### src/rtl/axi_llc_pkg.sv
`default_nettype none
// ============================================================================
// Module   : axi_llc_pkg
// Purpose  : Shared constants and helpers for the LLC SRAM data path.
// Revision : 1.0 - initial release
// ============================================================================
package axi_llc_pkg;

  // Legal range of the data SRAM read latency in cycles.
  localparam int unsigned LlcSramLatencyMin = 1;
  localparam int unsigned LlcSramLatencyMax = 4;

  // Address width for an array of n entries, never narrower than one bit.
  function automatic int unsigned clog2_min1(input int unsigned n);
    return (n <= 1) ? 1 : $clog2(n);
  endfunction

endpackage
`default_nettype wire

### src/rtl/fifo_v3.sv
`default_nettype none
// ============================================================================
// Module   : fifo_v3
// Purpose  : Small synchronous FIFO with optional fall-through; any depth >= 2.
// Revision : 1.0 - initial release
// ============================================================================
module fifo_v3 #(
  parameter bit          FALL_THROUGH = 1'b0,
  parameter int unsigned DATA_WIDTH   = 32,
  parameter int unsigned DEPTH        = 8,
  localparam int unsigned PtrWidth    = (DEPTH > 1) ? $clog2(DEPTH) : 1
) (
  input  logic                  clk_i,
  input  logic                  rst_ni,
  input  logic                  flush_i,
  output logic                  full_o,
  output logic                  empty_o,
  input  logic [DATA_WIDTH-1:0] data_i,
  input  logic                  push_i,
  output logic [DATA_WIDTH-1:0] data_o,
  input  logic                  pop_i
);

  localparam int unsigned CntWidth = $clog2(DEPTH + 1);

  logic [PtrWidth-1:0]   r_rd_ptr;
  logic [PtrWidth-1:0]   r_wr_ptr;
  logic [CntWidth-1:0]   r_cnt;
  logic [DATA_WIDTH-1:0] r_mem [DEPTH];

  logic w_stored_empty;
  logic w_bypass;
  logic w_do_push;
  logic w_do_pop;

  // Pointers wrap at DEPTH, which need not be a power of two.
  function automatic logic [PtrWidth-1:0] f_next(input logic [PtrWidth-1:0] p);
    return (p == PtrWidth'(DEPTH - 1)) ? '0 : p + PtrWidth'(1);
  endfunction

  assign w_stored_empty = (r_cnt == '0);
  assign full_o         = (r_cnt == CntWidth'(DEPTH));
  // In fall-through mode an incoming word makes the FIFO look non-empty at once.
  assign empty_o        = w_stored_empty & ~(FALL_THROUGH & push_i);
  // A word pushed and popped in the same cycle into an empty FIFO is never stored.
  assign w_bypass       = FALL_THROUGH & w_stored_empty & push_i & pop_i;
  assign w_do_push      = push_i & ~full_o & ~w_bypass;
  assign w_do_pop       = pop_i & ~w_stored_empty;
  assign data_o         = (FALL_THROUGH && w_stored_empty && push_i) ? data_i : r_mem[r_rd_ptr];

  // Pointer and occupancy bookkeeping.
  always_ff @(posedge clk_i or negedge rst_ni) begin
    if (!rst_ni) begin
      r_rd_ptr <= '0;
      r_wr_ptr <= '0;
      r_cnt    <= '0;
    end else if (flush_i) begin
      r_rd_ptr <= '0;
      r_wr_ptr <= '0;
      r_cnt    <= '0;
    end else begin
      if (w_do_push) r_wr_ptr <= f_next(r_wr_ptr);
      if (w_do_pop)  r_rd_ptr <= f_next(r_rd_ptr);
      if (w_do_push && !w_do_pop)      r_cnt <= r_cnt + CntWidth'(1);
      else if (!w_do_push && w_do_pop) r_cnt <= r_cnt - CntWidth'(1);
    end
  end

  // Storage array, cleared on reset so the output reads zero when idle.
  always_ff @(posedge clk_i or negedge rst_ni) begin
    if (!rst_ni) begin
      for (int i = 0; i < int'(DEPTH); i++) r_mem[i] <= '0;
    end else if (w_do_push) begin
      r_mem[r_wr_ptr] <= data_i;
    end
  end

endmodule
`default_nettype wire

### src/rtl/axi_llc_sram_data_ctrl.sv
`default_nettype none
// ============================================================================
// Module   : axi_llc_sram_data_ctrl
// Purpose  : Single-port data SRAM front end. Requests go straight to the
//            SRAM; read data is captured after the SRAM latency into a
//            fall-through response FIFO. Credits bound outstanding reads so
//            the FIFO can never overflow.
// Revision : 1.0 - initial release
// ============================================================================
module axi_llc_sram_data_ctrl
  import axi_llc_pkg::*;
#(
  parameter int unsigned NumWords   = 1024,
  parameter int unsigned DataWidth  = 128,
  parameter int unsigned ByteWidth  = 8,
  parameter int unsigned Latency    = 1,
  localparam int unsigned AddrWidth = clog2_min1(NumWords),
  localparam int unsigned BeWidth   = (DataWidth + ByteWidth - 1) / ByteWidth,
  localparam int unsigned Depth     = Latency + 1
) (
  input  logic                 clk_i,
  input  logic                 rst_ni,
  input  logic                 req_valid_i,
  output logic                 req_ready_o,
  input  logic                 req_we_i,
  input  logic [AddrWidth-1:0] req_addr_i,
  input  logic [DataWidth-1:0] req_wdata_i,
  input  logic [BeWidth-1:0]   req_be_i,
  output logic                 rsp_valid_o,
  input  logic                 rsp_ready_i,
  output logic [DataWidth-1:0] rsp_rdata_o,
  output logic                 sram_req_o,
  output logic                 sram_we_o,
  output logic [AddrWidth-1:0] sram_addr_o,
  output logic [DataWidth-1:0] sram_wdata_o,
  output logic [BeWidth-1:0]   sram_be_o,
  input  logic [DataWidth-1:0] sram_rdata_i
);

  typedef logic [AddrWidth-1:0] addr_t;
  typedef logic [DataWidth-1:0] data_t;
  typedef logic [BeWidth-1:0]   be_t;

  localparam int unsigned CreditWidth = $clog2(Depth + 1);
  typedef logic [CreditWidth-1:0] credit_t;

  logic         w_req_hs;
  logic         w_rd_acc;
  logic         w_wr_acc;
  logic         w_rsp_hs;
  logic         w_push;
  logic         w_fifo_full;
  logic         w_fifo_empty;
  addr_t        w_addr;
  data_t        w_wdata;
  be_t          w_be;

  credit_t      r_credits;
  logic [Latency-1:0] r_vld;

  assign w_req_hs = req_valid_i & req_ready_o;
  assign w_rd_acc = w_req_hs & ~req_we_i;
  assign w_wr_acc = w_req_hs & req_we_i;
  assign w_rsp_hs = rsp_valid_o & rsp_ready_i;

  // Writes never wait; reads need a credit, or one freed by a response this cycle.
  assign req_ready_o = req_we_i | (r_credits != '0) | w_rsp_hs;

  // SRAM port: idle (all zero) unless a request is accepted this cycle.
  assign w_addr       = w_req_hs ? req_addr_i  : '0;
  assign w_wdata      = w_wr_acc ? req_wdata_i : '0;
  assign w_be         = w_wr_acc ? req_be_i    : '0;
  assign sram_req_o   = w_req_hs;
  assign sram_we_o    = w_wr_acc;
  assign sram_addr_o  = w_addr;
  assign sram_wdata_o = w_wdata;
  assign sram_be_o    = w_be;

  // Credits count free response slots (in-flight reads plus buffered data).
  always_ff @(posedge clk_i or negedge rst_ni) begin
    if (!rst_ni) begin
      r_credits <= credit_t'(Depth);
    end else if (w_rd_acc && !w_rsp_hs) begin
      r_credits <= r_credits - credit_t'(1);
    end else if (!w_rd_acc && w_rsp_hs) begin
      r_credits <= r_credits + credit_t'(1);
    end
  end

  // In-flight read tracker: the top bit marks SRAM data valid this cycle.
  if (Latency > 1) begin : g_vld_multi
    always_ff @(posedge clk_i or negedge rst_ni) begin
      if (!rst_ni) r_vld <= '0;
      else         r_vld <= {r_vld[Latency-2:0], w_rd_acc};
    end
  end else begin : g_vld_single
    always_ff @(posedge clk_i or negedge rst_ni) begin
      if (!rst_ni) r_vld <= '0;
      else         r_vld <= w_rd_acc;
    end
  end

  assign w_push      = r_vld[Latency-1];
  assign rsp_valid_o = ~w_fifo_empty;

  fifo_v3 #(
    .FALL_THROUGH (1'b1),
    .DATA_WIDTH   (DataWidth),
    .DEPTH        (Depth)
  ) u_rsp_fifo (
    .clk_i   (clk_i),
    .rst_ni  (rst_ni),
    .flush_i (1'b0),
    .full_o  (w_fifo_full),
    .empty_o (w_fifo_empty),
    .data_i  (sram_rdata_i),
    .push_i  (w_push),
    .data_o  (rsp_rdata_o),
    .pop_i   (w_rsp_hs)
  );

  a_latency_range: assert property (@(posedge clk_i)
    (Latency >= LlcSramLatencyMin) && (Latency <= LlcSramLatencyMax));
  a_no_push_full: assert property (@(posedge clk_i) disable iff (!rst_ni)
    w_push |-> !w_fifo_full);
  a_no_underflow: assert property (@(posedge clk_i) disable iff (!rst_ni)
    (w_rd_acc && !w_rsp_hs) |-> (r_credits != '0));
  a_no_overflow: assert property (@(posedge clk_i) disable iff (!rst_ni)
    (!w_rd_acc && w_rsp_hs) |-> (r_credits != credit_t'(Depth)));

endmodule
`default_nettype wire

### config.mk
export PLATFORM = sky130hd
export DESIGN_NAME = axi_llc_sram_data_ctrl
export DESIGN_NICKNAME = d
export VERILOG_FILES = /design/src/rtl/axi_llc_pkg.sv /design/src/rtl/fifo_v3.sv /design/src/rtl/axi_llc_sram_data_ctrl.sv
export SDC_FILE = /design/constraint.sdc
export NUM_CORES = 1
export LEC_CHECK = 0
export ABC_AREA = 0
export CORE_AREA = 2 2 225 227
export CTS_BUF_LIST = sky130_fd_sc_hd__clkbuf_4 sky130_fd_sc_hd__clkbuf_8
export CTS_CLUSTER_DIAMETER = 200
export DETAILED_ROUTE_END_ITERATION = 16
export DIE_AREA = 0 0 227 229
export GPL_ROUTABILITY_DRIVEN = 0
export SLEW_MARGIN = 15
export SYNTH_ARGS = -nofsm -noshare
export SYNTH_HDL_FRONTEND = slang
export SYNTH_SLANG_ARGS = --single-unit
### constraint.sdc
create_clock -name clk_i -period 2.5 [get_ports clk_i]
set_clock_uncertainty 0.05 [all_clocks]
set_input_delay 0.625 -clock clk_i [delete_from_list [all_inputs] [get_ports clk_i]]
set_output_delay 0.625 -clock clk_i [all_outputs]
set_load 0.05 [all_outputs]
# [Yosys cells after proc, flatten, opt, wreduce, memory -nomap -nowiden]
# Index checks and enable logic that the tools add are counted.
# W data, S select, Z words.
[classes] eq_ne=1 magnitude_cmp=3 reduce_logical=14 shifts=0 bitwise=20 n_div=0 mul=0 muxes=16 n_addsub=6
[ops] operator="$mux W128" count=6
[ops] operator="$bwmux W256" count=1
[ops] operator="$demux W128 S1" count=1
[ops] operator="$mux W16" count=1
[ops] operator="$and A1 B1 Y1" count=10
[ops] operator="$mux W10" count=1
[ops] operator="$mux W2" count=4
[ops] operator="$logic_and A1 B1 Y1" count=6
[ops] operator="$not A1 Y1" count=6
[ops] operator="$reduce_bool A2 Y1" count=3
[ops] operator="$add A2 B1 Y2 const B" count=2
[ops] operator="$ge A2 B2 Y1 const B" count=2
[ops] operator="$logic_not A1 Y1" count=4
[ops] operator="$not A1 Y2" count=2
[ops] operator="$sub A2 B1 Y2 const B" count=2
[ops] operator="$add A1 B1 Y1 const B" count=2
[ops] operator="$eq A2 B2 Y1 const B" count=1
[ops] operator="$logic_not A2 Y1" count=1
[ops] operator="$lt A2 B1 Y1 const B" count=1
[ops] operator="$mux W1" count=2
[ops] operator="$or A1 B1 Y1" count=2
[word_totals] elab_cells=67 ramBits=0 inputBits=287 regBits=263 memories=0 latchBits=0 romBits=0

# [Logic depth before layout (Yosys ltp)]
[depth] word_depth=11 depth_mapped=8 depth_no_buf=7

# [Cells and area by module]
# Synthesis repeated with hierarchy kept, for this count alone.
[unflattened] hier_cells=1200 hier_area_um2=14009.7
[by_module_without_submodules] mod="fifo_v3" n_inst=1 area_each_um2=12733.5 seq_area_each_um2=6506.2 cells_per_inst=996
[by_module_without_submodules] mod="axi_llc_sram_data_ctrl" n_inst=1 area_each_um2=1276.2 seq_area_each_um2=76.3 cells_per_inst=204

# [Least setup slack after synthesis]
# No wires, ideal clock.
[synth_path] path_kind="register to output" start="reg u_rsp_fifo.r_rd_ptr" end="out rsp_rdata_o[56]" n_path_buf=3 stages_incl_launch_ff=6 path_slack_ns=-0.446 t_arrival_ns=2.271 required_time_ns=1.825 path_cell_list="dfrtp_1 > clkbuf_1 > buf_2 > clkbuf_1 > mux2i_1 > o21ai_0"
[synth_between] elab_chain_len=5
[synth_lines] item="start, declared" line="fifo_v3.sv:26" rtl="logic [PtrWidth-1:0] r_rd_ptr;"
[synth_lines] item="start signal, assigned" line="fifo_v3.sv:63" rtl="if (w_do_pop) r_rd_ptr <= f_next(r_rd_ptr);"
[synth_lines] item="$not A1 Y2 (implied by the code)" line="fifo_v3.sv:49" rtl="assign data_o = (FALL_THROUGH && w_stored_empty && push_i) ? data_i : r_mem[r_rd_ptr];"
[synth_lines] item="$mux W128 (implied by the code) (3 in a row)" line="fifo_v3.sv:49"
[synth_lines] item="$mux W128" line="fifo_v3.sv:49"
[synth_lines] item="end, declared" line="axi_llc_sram_data_ctrl.sv:31" rtl="output logic [DataWidth-1:0] rsp_rdata_o,"
# No other way between the ends. The select of a mux whose other input is x is not followed.

# [Final worst setup path]
[layout_path] start="reg u_rsp_fifo.r_cnt[1]" end="out rsp_rdata_o[24]"
[layout_between] elab_chain_len=3
[layout_lines] item="start, declared" line="fifo_v3.sv:28" rtl="logic [CntWidth-1:0] r_cnt;"
[layout_lines] item="start signal, assigned" line="fifo_v3.sv:64" rtl="if (w_do_push && !w_do_pop) r_cnt <= r_cnt + CntWidth'(1);"
[layout_lines] item="start signal, assigned" line="fifo_v3.sv:65" rtl="else if (!w_do_push && w_do_pop) r_cnt <= r_cnt - CntWidth'(1);"
[layout_lines] item="$logic_not A2 Y1" line="fifo_v3.sv:41" rtl="assign w_stored_empty = (r_cnt == '0);"
[layout_lines] item="$logic_and A1 B1 Y1" line="fifo_v3.sv:49"
[layout_lines] item="$mux W128" line="fifo_v3.sv:49"
# No other way between the ends.

==> impl_results.md <==
* Post-synthesis compound-gate area fraction at 4.92%
* Area growth, synth to finish at 99.9%
* Clock power frac at between 10% and 20%
* Main combinational cell family by area after synthesis: multiplexers
* Final cell count without fillers at 2537
* Proportion of power drawn by combinational gates at roughly two thirds
* Hold path depth at 1
* Failing checks: negative setup slack
* Vias in the first global route at ~13000
* Maximum vdd ir drop at 0.745 mV
* I/O Buffers at 572
* Path depth of the worst reg2reg path at 7
* RSZ-0062 raised after global routing: true
* Achievable Freq at 333 MHz
* Max-Slew Margin vs Limit at 64.6%
* Hold WC Path Type: reg -> reg
* Final ANT Viol Nets at 0
* Sequential-to-total area share from yosys stat at around half
* Routed len/inst at about 25 um
* Total number of vias at 12400
* Final hold viol count at 0
* Hold slack at 0.435 ns
* Netlist cell types at 25
* Worst-path fanout max at 7
* CTS tree: built
* Synth top cells by count: 262 x dfrtp_1, 240 x mux2_1, 155 x and3_1, 129 x nand2_1, 128 x mux2i_1
* Area contributors post-synth: dfrtp_1 49%, mux2_1 20%, mux2i_1 9.5%
* Post-synth top area cell: dfrtp_1
* Worst Setup End Kind: output port
* Syn_area_per_cell at 11.4 um2
* Clk buf depth at 3
* Setup WS pre-CTS at -0.210 ns
* Drt first-iter violations at 532
* Adder-Cell Fraction of Synth Area at less than 1%
* Syn Std Cell Area at between 10000 and 15000 um2
* CTS sink count at between 200 and 300
* Die W at 227 um
* Mux share of post-synthesis cell area at 30.9%
* Skew-Pair Late Insertion Delay at 0.59 ns
* Int Pwr at 20600 uW
* YS warnings at 0
* Arrival time at the worst endpoint at 2.33 ns
* Final min period at 3.00 ns
* Net Sw Frac at about 43%
* Global-route wire length before repair at 88.4 mm
* Worst endpoint required time at 1.82 ns
* Yosys top cell area share at 48.6%
* Site row count at slightly above 80
* Fin nets at 2125
* Number of synthesized flops with an enable pin at 0
* Switch Pwr at 15800 uW
* Largest net degree at the start of global routing at 87
* Die Y at 229 um
* H-tree depth at 2
* Num CTS Buffers at 45
* Max-cap violations at 0
* CP most frequent cell: buf_12
* Die area at 52000 um2
* Post-synthesis xor/xnor area fraction at 0.519%
* Final period utilization at 120%
* Syn Inst Count at 1186
* Least-Margin Pin Slew at 0.531 ns
* Starting Density at 27.2%
* DR pass1 iterations at 4
* I/O pin count at 573
* Cell leakage power at 0.0120 uW
* Total Power at 36400 uW
* Final WL at 64.3 mm
* Final setup viols at 140
* Syn_nets at 1475
* Clk root buf: clkbuf_8
* Yosys reg bits at 263
* Gr ovfl total at 0
* Cell Pwr Density at approximately 1300 nW/um2
* Gr usage total at 23.5%
* Clk slew on worst S/H paths at 0.06 ns
* Critical Path Source Type: flip-flop
* Finished Cell Area at 27000 um2
* Layout cells sized above 1 at between 30% and 40%
* WS Path Type: reg -> out
* Max stage delay on crit path at approximately 0.39 ns
* CORE AREA at 49700 um2
* Drt drc at 0
* Final WS setup at -0.500 ns
* CP cell instances: buf_6, nor3b_4, buf_12, buf_16, buf_12, clkbuf_16, buf_12, o21ai_4, buf_12
* Top-count cell post-synth: dfrtp_1
* Initial antenna violation count at 1
* Ys async rst share at 100%
* Dpl cell area at 23700 um2
* Slew Limit Fails at 0
* Sequential power share at around a fifth
* Dominant synthesized flop cell: dfrtp_1
* Hpwl dp at 48.7 mm
* Simple-gate share of the synthesized area at 11.3%
* DP Cell Count at 2401
* Outcome: complete, but fails checks
* Worst path slowest cell: dfrtp_1
* DR vias/cell at 4.88
[worst max-delay path, delay by kind of cell, from the launching register on]
kind	cells	cell delay (ns)
compound gates	1	0.05
flops	1	0.39
buf+inv	7	1.04
simple gates	1	0.22
[cells by family (layout without fill, tap and decap cells)]
group	after synthesis	after routing
xor+xnor	8	8
other cells	0	1
buf+inv	105	783
simple gates	293	293
compound gates	131	131
fa+ha+maj	2	2
mux	384	384
flops	263	263
[per-layer routing]
layer,routed length [um],vias up,track usage (%)
met5,0,-,0
met4,2860,0,9.33
met3,3770,88,5.53
met2,34200,438,43.2
met1,23400,6304,25.7
li1,-,5539,-
[sequential cells by signal, summed over array words and instances (netlist names)]
name / flops
r_credits: 2
r_vld: 1
u_rsp_fifo.r_cnt: 2
u_rsp_fifo.r_mem: 256
u_rsp_fifo.r_rd_ptr: 1
u_rsp_fifo.r_wr_ptr: 1
[metrics by stage]
| stage | util, % | TNS [ns] |
|---|---|---|
| 2_1_floorplan | - | -2.05 |
| 3_3_place_gp | 47.7 | -2.09 |
| 3_5_place_dp | 47.7 | -4.32 |
| 4_1_cts | 52.1 | -65.70 |
| 5_1_grt | 54.3 | -70.24 |
| 6_report | 54.3 | -57.79 |
[cell usage in the layout (no fill, tap or decap), drive strengths merged]
cell / n
mux2i: 128
and3b: 1
ha: 2
diode: 1
nand3b: 1
or3: 1
nor3b: 1
o21ai: 129
a2111o: 1
xnor2: 4
buf: 414
clkinvlp: 3
nor2: 2
clkinv: 1
dfrtp: 262
xor2: 4
nand2: 129
dlygate4sd3: 1
o21bai: 1
and3: 155
clkbuf: 81
clkdlybuf4s50: 283
mux2: 256
and2: 3
dfstp: 1
[worst paths after layout]
path	to	startpoint	slack [ns]
hold / removal	u_rsp_fifo.r_mem[121]$_DFFE_PN0P_	u_rsp_fifo.r_mem[121]$_DFFE_PN0P_	0.44
min in group asynchronous	u_rsp_fifo.r_mem[254]$_DFFE_PN0P_	rst_ni	0.51
setup / recovery	rsp_rdata_o[24]	u_rsp_fifo.r_cnt[1]$_DFFE_PN0P_	-0.50
max in group asynchronous	r_credits[1]$_DFFE_PN1P_	rst_ni	1.12
setup reg to reg	r_credits[1]$_DFFE_PN1P_	u_rsp_fifo.r_cnt[0]$_DFFE_PN0P_	0.17
hold reg to reg	u_rsp_fifo.r_mem[121]$_DFFE_PN0P_	u_rsp_fifo.r_mem[121]$_DFFE_PN0P_	0.44
[cell type report]
cell class | instances | area [um2]
repair buffers | 708 | 10700
fillers | 4132 | 22700
flip-flops and latches | 263 | 6590
multi-input cells | 818 | 7910
clock inverters | 4 | 27.5
clock buffers | 71 | 890
well taps | 672 | 841
diodes | 1 | 2.50
[power by group through the flow]
stage | clock network, uW | logic, uW | registers, uW
after floorplan | 0 | 11900 | 7220
after global placement | 0 | 22300 | 7430
after detailed placement | 0 | 22600 | 7590
after CTS | 4130 | 23900 | 7480
after global routing | 4330 | 25700 | 7780
final | 4040 | 24800 | 7530
[timing repair]
action	CTS	global route
setup buffers	21	21
gates cloned	11	13
resized for setup	166	149
hold buffers	1	0
pin swaps	34	33
setup endpoints to repair	140	140
endpoints found under the hold margin	56	0
(Power assumes the default switching activity.)
